## config.mk

```make
export PLATFORM = sky130hd
export DESIGN_NAME = hazard_control_unit
export DESIGN_NICKNAME = d
export VERILOG_FILES = /design/src/rtl/hazard_control_unit.sv
export SDC_FILE = /design/constraint.sdc
export NUM_CORES = 1
export LEC_CHECK = 0
export BUFFER_PORTS_ARGS = -buffer_cell sky130_fd_sc_hd__buf_2
export CORE_MARGIN = 2
export CORE_UTILIZATION = 48
export DETAILED_ROUTE_END_ITERATION = 10
export PLACE_DENSITY = 0.95
export SYNTH_ARGS = -nofsm -noshare
export SYNTH_HDL_FRONTEND = slang
export SYNTH_SLANG_ARGS = --single-unit
```

## constraint.sdc

```tcl
create_clock -name clk -period 4.3 [get_ports clk]
set_clock_uncertainty 0.1 [all_clocks]
set_input_delay 0.86 -clock clk [delete_from_list [all_inputs] [get_ports clk]]
set_output_delay 0.86 -clock clk [all_outputs]
set_load 0.02 [all_outputs]
```

## src/rtl/hazard_control_unit.sv

```systemverilog
// Hazard controller: forwarding selects, stall/flush generation and
// a counter FSM that holds EX for multi-cycle mul/div operations.
module hazard_control_unit #(
   parameter int REG_ADDR_W  = 5,
   parameter int MDU_LATENCY = 4
) (
   input  logic                  clk,
   input  logic                  reset,
   input  logic [REG_ADDR_W-1:0] RsD,
   input  logic [REG_ADDR_W-1:0] RtD,
   input  logic [REG_ADDR_W-1:0] RsE,
   input  logic [REG_ADDR_W-1:0] RtE,
   input  logic [REG_ADDR_W-1:0] WriteRegE,
   input  logic [REG_ADDR_W-1:0] WriteRegM,
   input  logic [REG_ADDR_W-1:0] WriteRegW,
   input  logic                  RegWriteE,
   input  logic                  RegWriteM,
   input  logic                  RegWriteW,
   input  logic                  MemtoRegE,
   input  logic                  MemtoRegM,
   input  logic                  BranchD,
   input  logic                  PCSrcD,
   input  logic                  JumpD,
   input  logic                  MduStartE,
   output logic [1:0]            ForwardAE,
   output logic [1:0]            ForwardBE,
   output logic                  ForwardAD,
   output logic                  ForwardBD,
   output logic                  StallF,
   output logic                  StallD,
   output logic                  StallE,
   output logic                  FlushD,
   output logic                  FlushE,
   output logic                  FlushM,
   output logic                  MduBusy
);

   typedef enum logic {IDLE, BUSY} state_t;

   state_t     state, state_nxt;
   logic [3:0] cnt, cnt_nxt;
   logic       mdustall;
   logic       lwstall, branchstall;
   logic       e_hit_d, m_hit_d;
   logic [1:0] fwd_a, fwd_b;

   always_ff @(posedge clk) begin
      if (reset) begin
         state <= IDLE;
         cnt   <= '0;
      end else begin
         state <= state_nxt;
         cnt   <= cnt_nxt;
      end
   end

   always_comb begin
      state_nxt = state;
      cnt_nxt   = cnt;
      mdustall  = 1'b0;
      unique case (state)
         IDLE: begin
            if (MduStartE) begin
               mdustall  = 1'b1;
               state_nxt = BUSY;
               cnt_nxt   = 4'(MDU_LATENCY - 1);
            end
         end
         BUSY: begin
            cnt_nxt  = cnt - 4'd1;
            mdustall = (cnt > 4'd1);
            if (cnt <= 4'd1) state_nxt = IDLE;
         end
         default: state_nxt = IDLE;
      endcase
   end

   // MEM result takes priority over WB; register 0 never forwards
   always_comb begin
      fwd_a = 2'b00;
      fwd_b = 2'b00;
      if (RsE != '0 && RegWriteM && WriteRegM == RsE)
         fwd_a = 2'b10;
      else if (RsE != '0 && RegWriteW && WriteRegW == RsE)
         fwd_a = 2'b01;
      if (RtE != '0 && RegWriteM && WriteRegM == RtE)
         fwd_b = 2'b10;
      else if (RtE != '0 && RegWriteW && WriteRegW == RtE)
         fwd_b = 2'b01;
   end

   always_comb begin
      lwstall = MemtoRegE && RtE != '0
                && (RtE == RsD || RtE == RtD);
      e_hit_d = RegWriteE && WriteRegE != '0
                && (WriteRegE == RsD || WriteRegE == RtD);
      m_hit_d = MemtoRegM && WriteRegM != '0
                && (WriteRegM == RsD || WriteRegM == RtD);
      branchstall = BranchD && (e_hit_d || m_hit_d);
   end

   always_comb begin
      ForwardAE = fwd_a;
      ForwardBE = fwd_b;
      ForwardAD = RsD != '0 && RegWriteM && WriteRegM == RsD;
      ForwardBD = RtD != '0 && RegWriteM && WriteRegM == RtD;
      StallF    = 1'b0;
      StallD    = 1'b0;
      StallE    = 1'b0;
      FlushE    = 1'b0;
      FlushM    = 1'b0;
      if (mdustall) begin
         StallF = 1'b1;
         StallD = 1'b1;
         StallE = 1'b1;
         FlushM = 1'b1;
      end else if (lwstall || branchstall) begin
         StallF = 1'b1;
         StallD = 1'b1;
         FlushE = 1'b1;
      end
      // redirect waits until decode is no longer held
      FlushD  = (PCSrcD || JumpD) && !StallD;
      MduBusy = (state == BUSY);
      if (reset) begin
         ForwardAE = 2'b00;
         ForwardBE = 2'b00;
         ForwardAD = 1'b0;
         ForwardBD = 1'b0;
         StallF    = 1'b0;
         StallD    = 1'b0;
         StallE    = 1'b0;
         FlushD    = 1'b1;
         FlushE    = 1'b1;
         FlushM    = 1'b1;
         MduBusy   = 1'b0;
      end
   end

endmodule

```

Word-level counts from Yosys, hierarchy flattened

Index checks and enable logic that the tools add are counted.
W data, S select, Z words.

Equality and inequality tests: 11
Divide/modulo/power cells: 0
Add/subtract/negate cells: 1
Mux-type cells: 24
Multiply operators: 0
Order comparisons: 2
Shift-type cells: 0
Reduce and logical (&&, ||, !) cells: 33
Bitwise gates (word level): 1

Operator list:

| cell                  | number |
|---|---|
| $eq A5 B5 Y1          | 10 |
| $reduce_bool A5 Y1    | 6 |
| $logic_and A1 B1 Y1   | 20 |
| $mux W1               | 16 |
| $mux W2               | 4 |
| $pmux W4 S2           | 1 |
| $logic_or A1 B1 Y1    | 6 |
| $gt A4 B1 Y1 const B  | 1 |
| $le A4 B1 Y1 const B  | 1 |
| $mux W4               | 1 |
| $pmux W1 S2           | 2 |
| $sub A4 B1 Y4 const B | 1 |
| $ne A2 B2 Y1 const B  | 1 |
| $logic_not A1 Y1      | 1 |
| $not A1 Y1            | 1 |

Memory bits (read-only): 0
Flip-flop bits (word level): 5
Bits in writable memories: 0
Input port bits: 46
Bits in latches: 0
Logic and storage cells: 74
Memories kept: 0

Depth between registers and ports, before layout

Gate-level depths: netlist (run 1).

Depth in word-level cells: 11
Depth in mapped cells: 7
Mapped depth without buffers: 7

Worst setup path after synthesis (run 1)

No wires, ideal clock.

Kind: input-to-output
From: input RtE[4]
To: output StallF
Stages: 7
Required time: 3340 ps
Arrival time: 2382 ps
Slack: 958 ps
Path through: clkbuf_1 xnor2_1 nand3_1 o22ai_1 nand3_1 a41oi_1 buf_4

Word-level cells in the longest chain between the ends: 7
Elaborated cells on any way between the ends: 10

Ends and longest elaborated chain:

| item                                                             | RTL line | RTL |
|---|---|---|
| from (decl)                                                      | 12       | `input logic [REG_ADDR_W-1:0] RtE,` |
| $eq A5 B5 Y1 / $reduce_bool A5 Y1 (equally long branches)        | 94, 93   |  |
| $logic_or A1 B1 Y1 / $logic_and A1 B1 Y1 (equally long branches) | 94, 93   |  |
| $logic_and A1 B1 Y1 *                                            | 94       | `&& (RtE == RsD \|\| RtE == RtD);` |
| $logic_or A1 B1 Y1 *                                             | 117      | `end else if (lwstall \|\| branchstall) begin` |
| $mux W1 * (3 in series)                                          | --       |  |
| to (decl)                                                        | 29       | `output logic StallF,` |

Every way passes the cells marked *; elsewhere a longest branch is shown, timed or not.

Worst setup path after layout (run 1)

From: input RtE[0]
To: output StallD

Word-level cells in the longest chain between the ends: 7
Elaborated cells on any way between the ends: 10

Ends and longest elaborated chain:

| item                                                             | RTL line | RTL |
|---|---|---|
| $eq A5 B5 Y1 / $reduce_bool A5 Y1 (equally long branches)        | 94, 93   |  |
| $logic_or A1 B1 Y1 / $logic_and A1 B1 Y1 (equally long branches) | 94, 93   |  |
| $logic_and A1 B1 Y1 *                                            | 94       |  |
| $logic_or A1 B1 Y1 *                                             | 117      |  |
| $mux W1 *                                                        | 117      |  |
| $mux W1 *                                                        | 112      | `if (mdustall) begin` |
| $mux W1 *                                                        | 125      | `if (reset) begin` |
| to (decl)                                                        | 30       | `output logic StallD,` |

Marks and branches as above.

==> results of run 1 <==
-- cell type report --
| type | instances | area [um^2] | share of cell area [%] |
|---|---|---|---|
| multi-input combinational | 122 | 890 | 65.6 |
| timing repair buffer | 58 | 290 | 21.4 |
| sequential | 5 | 100 | 7.38 |
| tap | 28 | 35.0 | 2.58 |
| clock buffer | 4 | 26.3 | 1.94 |
| inverter | 4 | 15.0 | 1.11 |
-- tightest hold or removal path, delay by kind of cell, from the launching register on --
kind               cells  cell delay, ns
DFF                    1            0.33
and+or+nand+nor        1            0.07
AOI/OAI and AO/OA      1            0.06
-- final timing paths --
path	slack [ns]	endpoint	from	cells after the start
min	0.40	cnt[2]$_SDFFE_PP0P_	cnt[2]$_SDFFE_PP0P_	2
min reg2reg	0.40	cnt[2]$_SDFFE_PP0P_	cnt[2]$_SDFFE_PP0P_	2
max	1.11	StallD	RtE[0]	7
max reg2reg	2.83	state$_SDFF_PP0_	state$_SDFF_PP0_	3
-- kinds of logic after synthesis --
logic type / Yosys count
buffers and inverters: 17
adder cells (fa/ha/maj): 2
AO/OA/AOI/OAI: 17
flip-flops: 5
multiplexers: 1
XOR/XNOR: 50
AND/OR/NAND/NOR: 52
-- state kept, by name, indices dropped and copies added, names as in the netlist --
register and cells:
cnt 4, state 1
-- routing by layer --
metal | vias up | share of wire, % | GRT usage (%) | wire, um
met1 | 545 | 41 | 26.8 | 1130
li1 | 594 | - | - | -
met5 | - | 0 | 0 | 0
met4 | 0 | 1.4 | 9.46 | 38
met2 | 66 | 51 | 40.0 | 1410
met3 | 6 | 7.3 | 1.17 | 202
-- cells in the final DEF, fill, tap and decap left out, drive strengths merged, types with 2 or more instances in the layout --
master   n
clkbuf   4
xnor2   40
a211oi   2
nand2    9
nor2     7
nand4    4
dfxtp    5
nand3    7
o22ai    3
nor2b    2
buf     58
o21ai    2
nor3     8
a21oi    3
ha       2
and2     2
xor2    10
inv      4
or4      6
a41oi    2
nor4     4
-- power by group through the flow --
stage	clock (W)	sequential [W]	combinational [W]
global placement	0	0.0000585	0.000135
global route	0.0000601	0.0000590	0.000153
CTS	0.0000575	0.0000579	0.000139
finish	0.0000549	0.0000580	0.000139
floorplan	0	0.0000553	0.0000962
detailed placement	0	0.0000588	0.000139
-- metrics by stage --
step / instance area, um^2 / total power, W
after floorplan: 1070 / 0.000152
after global routing: 1360 / 0.000272
final: 1360 / 0.000252
after global placement: 1330 / 0.000194
after detailed placement: 1330 / 0.000198
after CTS: 1360 / 0.000255
==> results.yml, run 1 <==
status:
  outcome: "finished, final reports clean"
synthesis:
  synth-seq-cells: 5
  yosysUniqueCellTypes: 37
  yosys-top-cells-area: "xnor2_1 33%, dfxtp_1 9.4%, xor2_1 8.2%"
  synth_top_family_by_area: "XOR/XNOR gates"
  yosysSeqAreaShare_pct: 9.37
  synth_compound_area_share_pct: 11.4
  synth.most_common_cell: "xnor2_1"
  synth_fa_ha_area_share_pct: 2.34
  yosys.area_share.simple_pct: 27.6
  synth_common_cells: "40 x xnor2_1, 10 x xor2_1, 9 x nand2_1"
  synth.largest_area_cell: "xnor2_1"
  synth_top_area_share_pct: 32.8
  avgSynthCellArea_um2: 7.42
  syn-cell-area_mm2: 0.00107
  ys_warn_count: 0
  synth_mux_area_share_pct: 0.937
  synthFlopType: "dfxtp_1"
  async_reset_ff_share_pct: 0
  synth_edf_count: 0
  syn_inst: 144
  synth_nets: 192
  synth_xor_area_share_pct: 41.0
die:
  die_y_um: 51.2
  die_x_um: 51.2
  ioPinCount: 59
  coreArea_mm2: 0.00215
  start_util_pct: 49.7
  core.rowCount: 17
  die-area_mm2: 0.00262
setup_path:
  critPathKind: "primary input to primary output"
  cp.arrival_ns: 2.23
  cp_data_required_time_ns: 3.34
  end_kind: "primary output"
  cp_num_buf_inv: 2
  cp_cell_sequence: "buf_2 > xnor2_1 > nand3_1 > o22ai_1 > nand3_1 > a41oi_1 > buf_2"
  critPathMaxStageDelay_ns: 0.27
  crit_fanout: 5
  cp_top_family: "compound AO/OA/AOI/OAI gates"
  startpoint_type: "primary input"
  cp_slowest_cell: "o22ai_1"
clock_tree:
  cts-resized-gates: 0
  clk_latency_ns: 0.24
  clk_path_buf_depth: 2
  cts_buffers: 3
  cts.htree.levels: 1
  cts_root_buffer: "clkbuf_4"
  cts_tree: "done"
  post-cts-setup-buffer-count: 0
  holdBufCountCts: 0
  clkTransAtPathRegs_ns: 0.04
  cts_sinks: 5
routing:
  ant_nets: 0
  drt-total-wl_um: 2780
  first_iter_violations: 21
  detail_route.vias_per_cell: 5.48
  wl_per_cell_um: 12.6
  first_pass_iters: 4
  drc: 0
  via_count: 1211
sta:
  slew_headroom_pct: 72.6
  hold_viol: 0
  setup_tns_ns: 0
  fmax_mhz: 314
  maxSlewViolCount: 0
  fin_crit_sh_pct: 74.2
  setup_viol: 0
  period_minus_slack_ns: 3.19
  layout_setup_ws_ns: 1.11
  rsz0062_at_grt: "false"
  worst_slew_pin_slew_ns: 0.408
  whs_ns: 0.404
final_layout:
  drive_above_1_share_pct: 34.2
  num_antenna_cells: 0
  nets: 242
  post-route-util_pct: 63.1
  syn2layout_area_growth_pct: 26.9
  n_fill_cell: 186
  layout.cells.non_filler: 221
global_routing:
  antenna_found_initial: 0
  grt_max_degree: 13
  grt_pass1_wl_um: 4550
  globalRoute.totalOverflow: 0
  grt_pass1_vias: 1109
  grt_usage_pct: 22.1
power_and_ir_drop:
  clockPowerShare_pct: 21.8
  switchingPower_w: 0.0000997
  peakVddDrop_mv: 0.119
  pwr-share-comb_pct: 55.2
  p_leak_nw: 0.547
  sw_frac_of_total_pct: 39.5
  pwr-share-seq_pct: 23.0
  p_per_area_mw_per_mm2: 186
  internal-power_w: 0.000152
min_path:
  hold_path.class: "flop to flop"
placement:
  place_ws_ns: 1.11
  gp_congestion: 0.855
  dp_hpwl_um: 2360
  port_buffers: 58
  placedCellCount: 217
flow_run:
  cap_violations: 0
Note: power is estimated with default switching activity, not from simulation.
==> inputs of run 2 (changes only) <==
Settings changed: ABC_AREA set to 1, CORE_UTILIZATION 48 to 42, PLACE_DENSITY 0.95 to 0.89.
Clock period 4.3 ns to 2.9 ns, I/O delays scaled along.
==> results.yml, run 2 <==
status:
  outcome: "finished, final reports clean"
clock_tree:
  clkTransAtPathRegs_ns: 0.05
  cts-resized-gates: 0
  cts_sinks: 5
  post-cts-setup-buffer-count: 0
  cts.htree.levels: 1
  clk_path_buf_depth: 2
  cts_tree: "done"
  cts_root_buffer: "clkbuf_4"
  holdBufCountCts: 0
  clk_latency_ns: 0.25
  cts_buffers: 3
synthesis:
  synth_mux_area_share_pct: 0
  synth_fa_ha_area_share_pct: 2.07
  synth_xor_area_share_pct: 16.0
  yosysSeqAreaShare_pct: 8.29
  synth_common_cells: "70 x nand2_1, 28 x inv_1, 28 x nor2_1"
  synth_nets: 277
  syn-cell-area_mm2: 0.00121
  async_reset_ff_share_pct: 0
  synth_top_family_by_area: "simple AND/OR/NAND/NOR gates"
  yosys-top-cells-area: "nand2_1 22%, inv_1 8.7%, nor2_1 8.7%"
  synth-seq-cells: 5
  ys_warn_count: 0
  avgSynthCellArea_um2: 5.27
  synth_edf_count: 0
  yosysUniqueCellTypes: 30
  synth.most_common_cell: "nand2_1"
  synth.largest_area_cell: "nand2_1"
  synth_top_area_share_pct: 21.8
  synthFlopType: "dfxtp_1"
  syn_inst: 229
  synth_compound_area_share_pct: 13.5
  yosys.area_share.simple_pct: 42.4
final_layout:
  regMostFlops: "cnt"
  num_antenna_cells: 0
  drive_above_1_share_pct: 27.2
  syn2layout_area_growth_pct: 25.0
  final_cell_mix: "70 x nand2_1, 58 x buf_2, 28 x inv_1, 28 x nor2_1, 12 x xor2_1"
  top_regs: "cnt x4, state x1"
  largest_register_ffs: 4
  final_common_cell: "nand2_1"
  nets: 332
global_routing:
  globalRoute.totalOverflow: 0
  antenna_found_initial: 0
  grtUsageMet3_pct: 4.02
  grt_usage_pct: 20.7
  grt.busiest_layer: "met2"
  grt.met1_usage_pct: 28.2
  grt_util_met2_pct: 35.1
  grt_max_degree: 9
  grt_pass1_vias: 1355
  grt_pass1_wl_um: 5620
sta:
  slew_headroom_pct: 82.8
  rsz0062_at_grt: "false"
  layout_setup_ws_ns: 0.492
  hold_viol: 0
  maxSlewViolCount: 0
  fin_crit_sh_pct: 83.1
  setup_tns_ns: 0
  period_minus_slack_ns: 2.41
  setup_viol: 0
  worst_slew_pin_slew_ns: 0.256
  fmax_mhz: 415
min_path:
  holdPathEnd: "cnt[3]$_SDFFE_PP0P_"
  min_from: "cnt[3]$_SDFFE_PP0P_"
  worstHoldPathCells: 2
  hold_path.class: "flop to flop"
placement:
  place_ws_ns: 0.505
  dp_hpwl_um: 2880
  port_buffers: 58
  gp_congestion: 0.964
routing:
  first_pass_iters: 5
  detail_route.vias_per_cell: 5.03
  first_iter_violations: 51
  drc: 0
  via_count: 1580
  wl_per_cell_um: 10.9
  ant_nets: 0
  drt-total-wl_um: 3420
die:
  die-area_mm2: 0.00332
  die_x_um: 57.6
  core.rowCount: 19
  start_util_pct: 44.2
  coreArea_mm2: 0.00273
  ioPinCount: 59
  die_y_um: 57.6
setup_path:
  worstRegToRegCells: 7
  end_kind: "primary output"
  crit_fanout: 5
  worstReg2RegStart: "cnt[0]$_SDFFE_PP0P_"
  critPathKind: "primary input to primary output"
  cp_data_required_time_ns: 2.22
  cp.arrival_ns: 1.73
  startpoint_type: "primary input"
  ff2ff_setup_slack_ns: 1.62
  r2r_end: "state$_SDFF_PP0_"
flow_run:
  cap_violations: 0
power_and_ir_drop:
  peakVddDrop_mv: 0.321
  p_per_area_mw_per_mm2: 254
  p_leak_nw: 0.910
[run 2: cell count changes after synthesis, sizes merged, moves of 2 or more]
cell	delta
inv	+36
a41oi	-2
nor4	-3
xnor2	-30
nand2	+64
nor2b	-2
xor2	+2
o21ai	+5
and2	-2
nand4	+2
a21oi	+7
nor2	+21
clkbuf	-6
or4	-6
[run 2: layer usage]
| layer | routed length [um] | share of wire (%) |
|---|---|---|
| met4 | 0 | 0 |
| met1 | 1550 | 45 |
| met5 | 0 | 0 |
| met3 | 328 | 9.6 |
| met2 | 1540 | 45 |
[run 2: worst max-delay path, cell delays in order]
cell,delay [ns]
buf_2,0.15
xor2_1,0.17
a21oi_1,0.20
nand3_1,0.12
nand2_1,0.11
nand2_2,0.06
nand2_2,0.07
nand2_1,0.05
nand2_1,0.07
buf_2,0.17
[run 2: worst max-delay path by stage]
stage / startpoint / endpoint / slack (ns)
global route: reset / ForwardBE[0] / 0.30
detailed placement: reset / ForwardBE[0] / 0.50
floorplan: cnt[0]$_SDFFE_PP0P_ / StallF / 0.53
finish: RtE[0] / StallF / 0.49
global placement: RtE[0] / StallD / 0.54
CTS: reset / ForwardBE[0] / 0.51
[run 2: area by class of cell]
class                   count  area, um^2
clock buffers               4        26.3
fillers                   268        1220
well taps                  31        38.8
multi-input cells         175         892
inverters                  41         161
repair buffers             58         290
flip-flops and latches      5         100
[run 2: power by group]
part	switching [W]	internal (W)	leakage (nW)
registers	0.00000506	0.0000757	0.0415
clock network	0.0000324	0.0000523	0.0150
logic	0.000133	0.0000848	0.854
[run 2: kinds of logic (layout without fill, tap and decap cells)]
kind of cell,Yosys count,count (layout)
AOI/OAI and AO/OA,27,27
xor gates and xnor gates,22,22
adders and majority gates,2,2
buffers and inverters,49,103
DFF,5,5
and+or+nand+nor,124,124
[run 2: metrics by stage]
step           hold WS [ns]  power [W]  cell area [um^2]  util [%]  instances
6_report              0.391   0.000383              1510      55.2        314
2_1_floorplan         0.365   0.000223              1210         -        229
3_3_place_gp          0.383   0.000294              1480      54.2        310
4_1_cts               0.397   0.000382              1510      55.2        314
5_1_grt               0.420   0.000418              1510      55.2        314
3_5_place_dp          0.390   0.000296              1480      54.2        310
==> inputs of run 3 (changes only) <==
Clock period 2.9 ns to 2.2 ns, I/O delays scaled along.
==> results.yml, run 3 (same netlist as run 2, synthesis figures left out) <==
clock_tree:
  cts_tree: "done"
  clkTransAtPathRegs_ns: 0.04
  clk_latency_ns: 0.25
  cts_sinks: 5
  clk_path_buf_depth: 2
  cts.htree.levels: 1
  cts_root_buffer: "clkbuf_4"
  cts_buffers: 3
setup_path:
  cp_num_buf_inv: 3
  worstRegToRegCells: 8
  cp.arrival_ns: 1.60
  path_depth: 14
  ff2ff_setup_slack_ns: 0.88
  crit_fanout: 5
  cp_data_required_time_ns: 1.66
  cp_common_cell: "nand2_1"
  critPathMaxStageDelay_ns: 0.14
  cp_cell_sequence: "buf_2 > inv_2 > nand2_1 > nand2_1 > nor2_1 > nand3_1 > nand2_1 > nand2_1 > nand2_1 > nand2_2 > nand2_2 > nand2_1 > nand2_1 > buf_4"
  startpoint_type: "primary input"
  cp_slowest_cell: "buf_2"
  cp_top_family: "simple AND/OR/NAND/NOR gates"
  end_kind: "primary output"
  critPathKind: "primary input to primary output"
flow_run:
  cap_violations: 0
sta:
  slew_headroom_pct: 77.8
  fin_crit_sh_pct: 97.4
  rsz0062_at_grt: "true"
  setup_viol: 0
  fmax_mhz: 467
  period_minus_slack_ns: 2.14
  hold_viol: 0
  worst_slew_pin_slew_ns: 0.332
  setup_tns_ns: 0
  maxSlewViolCount: 0
  whs_ns: 0.403
routing:
  drt-total-wl_um: 3640
  drc: 0
  ant_nets: 0
  via_count: 1598
  wl_per_cell_um: 11.5
  first_iter_violations: 59
  first_pass_iters: 4
  detail_route.vias_per_cell: 5.04
global_routing:
  grt_max_degree: 9
  grt.busiest_layer: "met2"
  grtUsageMet3_pct: 3.35
  grt_usage_pct: 21.6
  grt_pass1_wl_um: 5760
  grt_pass1_vias: 1386
  grt_util_met2_pct: 36.2
  antenna_found_initial: 0
  grt.met1_usage_pct: 29.7
  globalRoute.totalOverflow: 0
final_layout:
  nets: 335
  largest_register_ffs: 4
  final_common_cell: "nand2_1"
  syn2layout_area_growth_pct: 30.9
  top_regs: "cnt x4, state x1"
  regMostFlops: "cnt"
  multi_input_area_um2: 920
  num_antenna_cells: 0
  final_cell_mix: "70 x nand2_1, 50 x buf_2, 26 x inv_1"
  seqCellArea_um2: 101
  drive_above_1_share_pct: 31.5
  n_fill_cell: 266
power_and_ir_drop:
  p_leak_nw: 0.929
  peakVddDrop_mv: 0.410
  p_per_area_mw_per_mm2: 335
  fin_total_pwr_w: 0.000529
die:
  core.rowCount: 19
  ioPinCount: 59
  die-area_mm2: 0.00332
  start_util_pct: 44.2
  die_x_um: 57.6
  coreArea_mm2: 0.00273
  die_y_um: 57.6
placement:
  gp_congestion: 0.968
  port_buffers: 58
  dp_hpwl_um: 2950
status:
  outcome: "finished, final reports clean"
min_path:
  worstHoldPathCells: 2
  hold_path.class: "flop to flop"
==> run 3: final timing paths <==
path                                       endpoint                 from
worst max register to register     state$_SDFF_PP0_  cnt[0]$_SDFFE_PP0P_
worst max-delay path                         StallD         WriteRegM[1]
worst min register to register  cnt[3]$_SDFFE_PP0P_  cnt[3]$_SDFFE_PP0P_
worst min-delay path            cnt[3]$_SDFFE_PP0P_  cnt[3]$_SDFFE_PP0P_
==> run 3: repair_timing <==
action                                  in CTS  in global routing
endpoints found under the setup margin       0                  5
hold buffers                                 0                  0
setup buffers                                0                  2
resized for setup                            0                 19
==> run 3: where the power goes <==
part	total, W	internal [W]	switching, W
clock network	0.000109	0.0000688	0.0000407
registers	0.000108	0.000100	0.00000761
logic	0.000312	0.000126	0.000186
==> run 3: metrics by stage <==
step | setup slack [ns] | utilization [%] | instances | instance area (um^2)
finish | 0.0574 | 57.8 | 317 | 1580
global route | -0.0384 | 57.8 | 317 | 1580
CTS | 0.0267 | 55.6 | 315 | 1520
detailed placement | 0.0791 | 54.6 | 311 | 1490
global placement | 0.0934 | 54.6 | 311 | 1490
floorplan | 0.0876 | - | 229 | 1210
==> run 3: tightest hold or removal path: stages (launching register included) <==
cell     delay [ns]
dfxtp_1        0.32
o21ai_0        0.07
a21oi_1        0.07
==> run 3: cell type report <==
class | count | area share, %
clock buffers | 4 | 1.66
inverters | 41 | 10.2
multi-input cells | 175 | 58.2
flip-flops and latches | 5 | 6.41
well taps | 31 | 2.45
repair buffers | 61 | 21.1
==> run 3: layer usage <==
metal | vias to the layer above | part of all wire, % | wire length [um]
li1 | 827 | - | -
met1 | 691 | 42 | 1540
met2 | 74 | 47 | 1730
met3 | 6 | 9.4 | 344
met4 | 0 | 0.80 | 29
met5 | - | 0 | 0
